`config.mk`:
```
export PLATFORM = sky130hd
export DESIGN_NAME = snn_event_controller
export DESIGN_NICKNAME = d
export VERILOG_FILES = /design/src/rtl/snn_pkg.sv /design/src/rtl/snn_event_fifo.sv /design/src/rtl/snn_event_controller.sv
export SDC_FILE = /design/constraint.sdc
export NUM_CORES = 1
export LEC_CHECK = 0
export ABC_AREA = 1
export BUFFER_PORTS_ARGS = -buffer_cell sky130_fd_sc_hd__buf_2
export CAP_MARGIN = 20
export CORE_MARGIN = 5
export CORE_UTILIZATION = 30
export CTS_CLUSTER_SIZE = 30
export DETAILED_ROUTE_END_ITERATION = 7
export PLACE_DENSITY = 0.47
export REMOVE_ABC_BUFFERS = 1
export SETUP_SLACK_MARGIN = 0.2
export SYNTH_ARGS = -nofsm -noshare
export SYNTH_HDL_FRONTEND = slang
export SYNTH_SLANG_ARGS = --single-unit
```
`constraint.sdc`:
```
create_clock -name clk_i -period 2.2 [get_ports clk_i]
set_input_delay 0.44 -clock clk_i [delete_from_list [all_inputs] [get_ports clk_i]]
set_output_delay 0.44 -clock clk_i [all_outputs]
set_load 0.05 [all_outputs]
```
`src/rtl/snn_pkg.sv`:
```
// snn_pkg: shared state encoding, default sizes and weight-address helper for the SNN event controller
package snn_pkg;
  typedef enum logic [1:0] {IDLE, WEIGHT_LOAD, ACCUM, FIRE} ctrl_state_t;
  localparam int DEF_N_INPUTS = 16;
  localparam int DEF_N_NEURONS = 16;
  localparam int DEF_FIFO_DEPTH = 4;
  localparam int DEF_EVT_CNT_W = 16;
  function automatic int unsigned waddr_cat(int unsigned evt, int unsigned cnt, int unsigned cnt_w);
    return (evt << cnt_w) | cnt;
  endfunction
endpackage

```
`src/rtl/snn_event_fifo.sv`:
```
// snn_event_fifo: parametrised synchronous FIFO with async active-high reset
module snn_event_fifo #(
  parameter int W = 4,
  parameter int DEPTH = 4
) (
  input  logic         clk_i,
  input  logic         rst_i,
  input  logic         push_i,
  input  logic         pop_i,
  input  logic [W-1:0] din_i,
  output logic [W-1:0] dout_o,
  output logic         full_o,
  output logic         empty_o
);
  localparam int AW = $clog2(DEPTH);
  logic [W-1:0] mem_q [DEPTH];
  logic [AW-1:0] wp_q, rp_q;
  logic [AW:0] cnt_q;
  logic do_push, do_pop;
  assign do_push = push_i & ~full_o;
  assign do_pop = pop_i & ~empty_o;
  assign full_o = cnt_q == (AW+1)'(DEPTH);
  assign empty_o = cnt_q == '0;
  assign dout_o = mem_q[rp_q];
  always_ff @(posedge clk_i or posedge rst_i)
    if (rst_i) begin
      wp_q <= '0;
      rp_q <= '0;
      cnt_q <= '0;
    end else begin
      wp_q <= wp_q + AW'(do_push);
      rp_q <= rp_q + AW'(do_pop);
      cnt_q <= cnt_q + (AW+1)'(do_push) - (AW+1)'(do_pop);
    end
  always_ff @(posedge clk_i)
    if (do_push) mem_q[wp_q] <= din_i;
endmodule

```
`src/rtl/snn_event_controller.sv`:
```
// snn_event_controller: queues input spikes, bursts weights per event, fires at timestep end
module snn_event_controller
  import snn_pkg::*;
#(
  parameter int N_INPUTS = DEF_N_INPUTS,
  parameter int N_NEURONS = DEF_N_NEURONS,
  parameter int FIFO_DEPTH = DEF_FIFO_DEPTH,
  parameter int EVT_CNT_W = DEF_EVT_CNT_W,
  localparam int EVT_W = $clog2(N_INPUTS),
  localparam int CNT_W = $clog2(N_NEURONS)
) (
  input  logic                   clk_i,
  input  logic                   rst_i,
  input  logic                   event_valid_i,
  input  logic [EVT_W-1:0]       event_addr_i,
  output logic                   event_ready_o,
  input  logic                   timestep_end_i,
  output logic                   weight_w_en_o,
  output logic [EVT_W+CNT_W-1:0] weight_addr_o,
  output logic                   accum_en_o,
  output logic                   fire_en_o,
  output logic                   busy_o,
  output logic [EVT_CNT_W-1:0]   event_count_o
);
  ctrl_state_t state_q, state_d;
  logic [EVT_W-1:0] cur_q, cur_d, head;
  logic [CNT_W-1:0] cnt_q, cnt_d;
  logic [EVT_CNT_W-1:0] run_q, run_d, evc_q, evc_d;
  logic fp_q, fp_d, full, empty, pop;
  assign pop = (state_q == IDLE) & ~empty;
  // Held low during reset so the source cannot push into a FIFO that is being cleared
  assign event_ready_o = ~full & ~rst_i;
  snn_event_fifo #(.W(EVT_W), .DEPTH(FIFO_DEPTH)) u_fifo (
    .clk_i(clk_i), .rst_i(rst_i), .push_i(event_valid_i & event_ready_o), .pop_i(pop),
    .din_i(event_addr_i), .dout_o(head), .full_o(full), .empty_o(empty)
  );
  assign weight_w_en_o = state_q == WEIGHT_LOAD;
  assign accum_en_o = state_q == ACCUM;
  assign fire_en_o = state_q == FIRE;
  assign busy_o = (state_q != IDLE) | ~empty | fp_q;
  assign event_count_o = evc_q;
  assign weight_addr_o = (EVT_W+CNT_W)'(waddr_cat(32'(cur_q), 32'(cnt_q), CNT_W));
  // A new timestep_end wins over the clear on leaving FIRE
  assign fp_d = timestep_end_i | (fp_q & (state_q != FIRE));
  always_comb begin
    state_d = state_q;
    cur_d = cur_q;
    cnt_d = cnt_q;
    run_d = run_q;
    evc_d = evc_q;
    case (state_q)
      IDLE: if (!empty) begin
        state_d = WEIGHT_LOAD;
        cur_d = head;
        cnt_d = '0;
      end else if (fp_q) state_d = FIRE;
      WEIGHT_LOAD: begin
        cnt_d = cnt_q + 1'b1;
        if (cnt_q == CNT_W'(N_NEURONS - 1)) state_d = ACCUM;
      end
      ACCUM: begin
        run_d = run_q + EVT_CNT_W'(run_q != '1);
        state_d = IDLE;
      end
      FIRE: begin
        evc_d = run_q;
        run_d = '0;
        state_d = IDLE;
      end
      default: state_d = IDLE;
    endcase
  end
  always_ff @(posedge clk_i or posedge rst_i)
    if (rst_i) begin
      state_q <= IDLE;
      cur_q <= '0;
      cnt_q <= '0;
      run_q <= '0;
      evc_q <= '0;
      fp_q <= 1'b0;
    end else begin
      state_q <= state_d;
      cur_q <= cur_d;
      cnt_q <= cnt_d;
      run_q <= run_d;
      evc_q <= evc_d;
      fp_q <= fp_d;
    end
endmodule

```
==> metrics.yaml <==
detailed_routing:
  drt-total-wl_um: 6010
  dr.pass1.iters: 4
  dr_total_vias: 2160
  vias_per_cell: 4.35
  ant_nets: 0
  drc_errors: 0
  wl_per_cell_um: 12.1
  dr.first_iter.drc_count: 76
finish:
  antenna_cells: 0
  final_util: 0.371
  instances_no_fill: 497
  layout_common_cells: "nand2_1 (58), dfrtp_1 (50), nor2_1 (43)"
  drive_above_1_share: 0.228
  final_nets: 376
  area.growth.synth_to_final_pct: 22.7
  layout_commonest_cell: "nand2_1"
timing:
  setup-violations-final: 0
  holdWs_ns: 0.0769
  post-route-period-util: 0.902
  hold_viol_final: 0
  slew_violations: 0
  rsz0062_at_grt: "true"
  skew_ns: 0.00492
  tightestPinTransition_ns: 0.388
  fin_crit_ns: 1.98
  max_freq_mhz: 504
  max-slew-margin-rel: 0.742
  finalSetupTns_ns: 0
power_and_ir_drop:
  power_density_nw_per_um2: 1210
  p_int_mw: 2.56
  p_comb_frac: 0.390
  switchingPower_mw: 1.76
  power.share.sequential: 0.393
  switching_share: 0.407
  p_total_mw: 4.32
  pwr-share-clk: 0.217
  p_leak_nw: 1.65
  ir_drop_v: 0.000676
placed_design:
  dp_cells: 476
  portBuffers: 36
  place.gp.congestion: 0.750
  dp.final_hpwl_um: 4190
critical_path:
  cpMaxStageDelayCell: "dfrtp_1"
  critPathMaxStageDelay_ns: 0.41
  timing.rr.end: "u_fifo.cnt_q[2]"
  reg2reg_depth: 10
  cpMostUsedCell: "inv_2"
  worst-r2r-setup-slack_ns: 0.22
  r2r-start: "u_fifo.cnt_q[1]"
  path_cells: "inv_2, nand3b_1, nand2_2, inv_2, ha_4, inv_2, ha_4, fa_2, xnor2_2, xor2_1"
  critical_path_class: "reg2reg"
  cp-start-kind: "flop"
  startpoint: "u_fifo.cnt_q[1]"
  endpoint_kind: "flop"
  critPathArrivalTime_ns: 2.20
  cp.required_ns: 2.42
  path_max_fanout: 3
floorplan:
  num_io_pins: 37
  dieArea_um2: 11800
  rows: 36
  die_h_um: 109
  start_util: 0.302
  core_area_um2: 9640
  die_x_um: 109
clocking:
  hold_buffers: 0
  ctsLongestPathBuffers: 2
  ctsHtreeMaxLevel: 3
  cts_tree: "yes"
  clk_latency_ns: 0.33
  cts-root-buf: "clkbuf_8"
  numCtsBuffers: 9
  clk_pin_slew_ns: 0.07
  cts.sinks: 66
synthesis:
  syn_avg_cell_area_um2: 9.58
  ys_types: 29
  netlist_instances: 304
  yosys_register_bits: 66
  yosys_warnings: 0
  synth-seq-area-share: 0.595
  syn_area_um2: 2910
global_routing:
  grt_start_max_net_pins: 46
  grt_pass1_wl_um: 10300
  grt_use_total: 0.113
  antenna_found_initial: 0
  grt_overflow: 0
  grt_pass1_vias: 2179
flow_run:
  drv_cap: 0
worst_hold_path:
  hold_path.class: "in2async"
outcome:
  status: "finished clean"
==> power groups by stage <==
stage | clock network [mW] | registers [mW] | logic, mW
floorplan | 0 | 2.01 | 0.804
detailed placement | 0 | 1.72 | 1.53
CTS | 0.973 | 1.70 | 1.61
global route | 1.02 | 1.73 | 1.90
global placement | 0 | 1.72 | 1.51
finish | 0.938 | 1.70 | 1.68
==> flip-flops by register name, summed over array words and instances (netlist names) <==
name	flops
state_q	2
cnt_q	4
u_fifo.wp_q	2
u_fifo.mem_q	16
u_fifo.cnt_q	3
cur_q	4
run_q	16
fp_q	1
event_count_o	16
u_fifo.rp_q	2
==> Yosys cell counts <==
| cell | count | area share |
|---|---|---|
| nand2_1 | 59 | 0.076 |
| dfrtp_1 | 50 | 0.43 |
| nor2_1 | 43 | 0.055 |
| inv_1 | 34 | 0.044 |
| o21ai_0 | 34 | 0.058 |
| edfxtp_1 | 16 | 0.16 |
| a21oi_1 | 11 | 0.019 |
| nand3_1 | 9 | 0.015 |
| ha_1 | 7 | 0.030 |
| nor3_1 | 7 | 0.012 |
| a31oi_1 | 5 | 0.011 |
| buf_2 | 4 | 0.0069 |
| xor2_1 | 4 | 0.012 |
| nor2_4 | 3 | 0.012 |
| nand2_2 | 2 | 0.0043 |
| nand2_4 | 2 | 0.0077 |
| nor4_1 | 2 | 0.0043 |
| and3_1 | 1 | 0.0021 |
| buf_6 | 1 | 0.0039 |
| clkbuf_1 | 1 | 0.0013 |
| fa_1 | 1 | 0.0069 |
| inv_2 | 1 | 0.0013 |
| nand3_4 | 1 | 0.0060 |
| nand3b_1 | 1 | 0.0026 |
| nor3_2 | 1 | 0.0034 |
| o21ai_1 | 1 | 0.0017 |
| o21ai_2 | 1 | 0.0030 |
| o21bai_1 | 1 | 0.0026 |
| xnor2_1 | 1 | 0.0030 |
==> worst max-delay path: cells and delay by family, from the launching register on <==
family,cells,cell delay [ns]
adder cells (fa/ha/maj),3,0.80
flip-flops,1,0.41
XOR/XNOR,2,0.28
AND/OR/NAND/NOR,2,0.21
buffers and inverters,3,0.17
==> layer usage <==
layer	part of all wire	GRT usage
met2	0.43	0.167
met3	0.043	0.0239
met5	0	0
met4	0.024	0.0622
met1	0.50	0.153
==> stage by stage <==
| stage | instance area, µm² | setup slack (ns) |
|---|---|---|
| final | 3570 | 0.216 |
| after global routing | 3570 | 0.144 |
| after CTS | 3520 | 0.201 |
| after detailed placement | 3300 | 0.143 |
| after global placement | 3300 | 0.194 |
| after floorplan | 2880 | -0.170 |
==> final cells by class <==
cell class                      count  area (µm²)
Clock buffer                       10         128
Inverter                           35         131
Timing Repair Buffer               51         312
Tap cell                          133         166
Fill cell                        1021        6070
Sequential cell                    66        1730
Multi-Input combinational cell    197        1060
Clock inverter                      5        46.3
==> how the worst max path moves through the flow <==
stage	depth (start not counted)	to
final	10	u_fifo.cnt_q[2]
after global routing	10	u_fifo.cnt_q[2]
after CTS	10	u_fifo.cnt_q[2]
after detailed placement	10	u_fifo.cnt_q[2]
after global placement	10	u_fifo.cnt_q[2]
after floorplan	5	u_fifo.cnt_q[1]
==> logic make-up after synthesis <==
family	count (synthesis)	synth area share
simple gates	131	0.201
flops	66	0.595
compound gates	53	0.0954
buf+inv	41	0.0571
fa+ha+maj	8	0.0369
xor+xnor	5	0.0150
==> timing repair <==
item,in CTS,in global routing
pin swaps,1,3
resized for setup,2,11
buffers inserted,5,1
setup endpoints to repair,1,12
(Power assumes the default switching activity.)
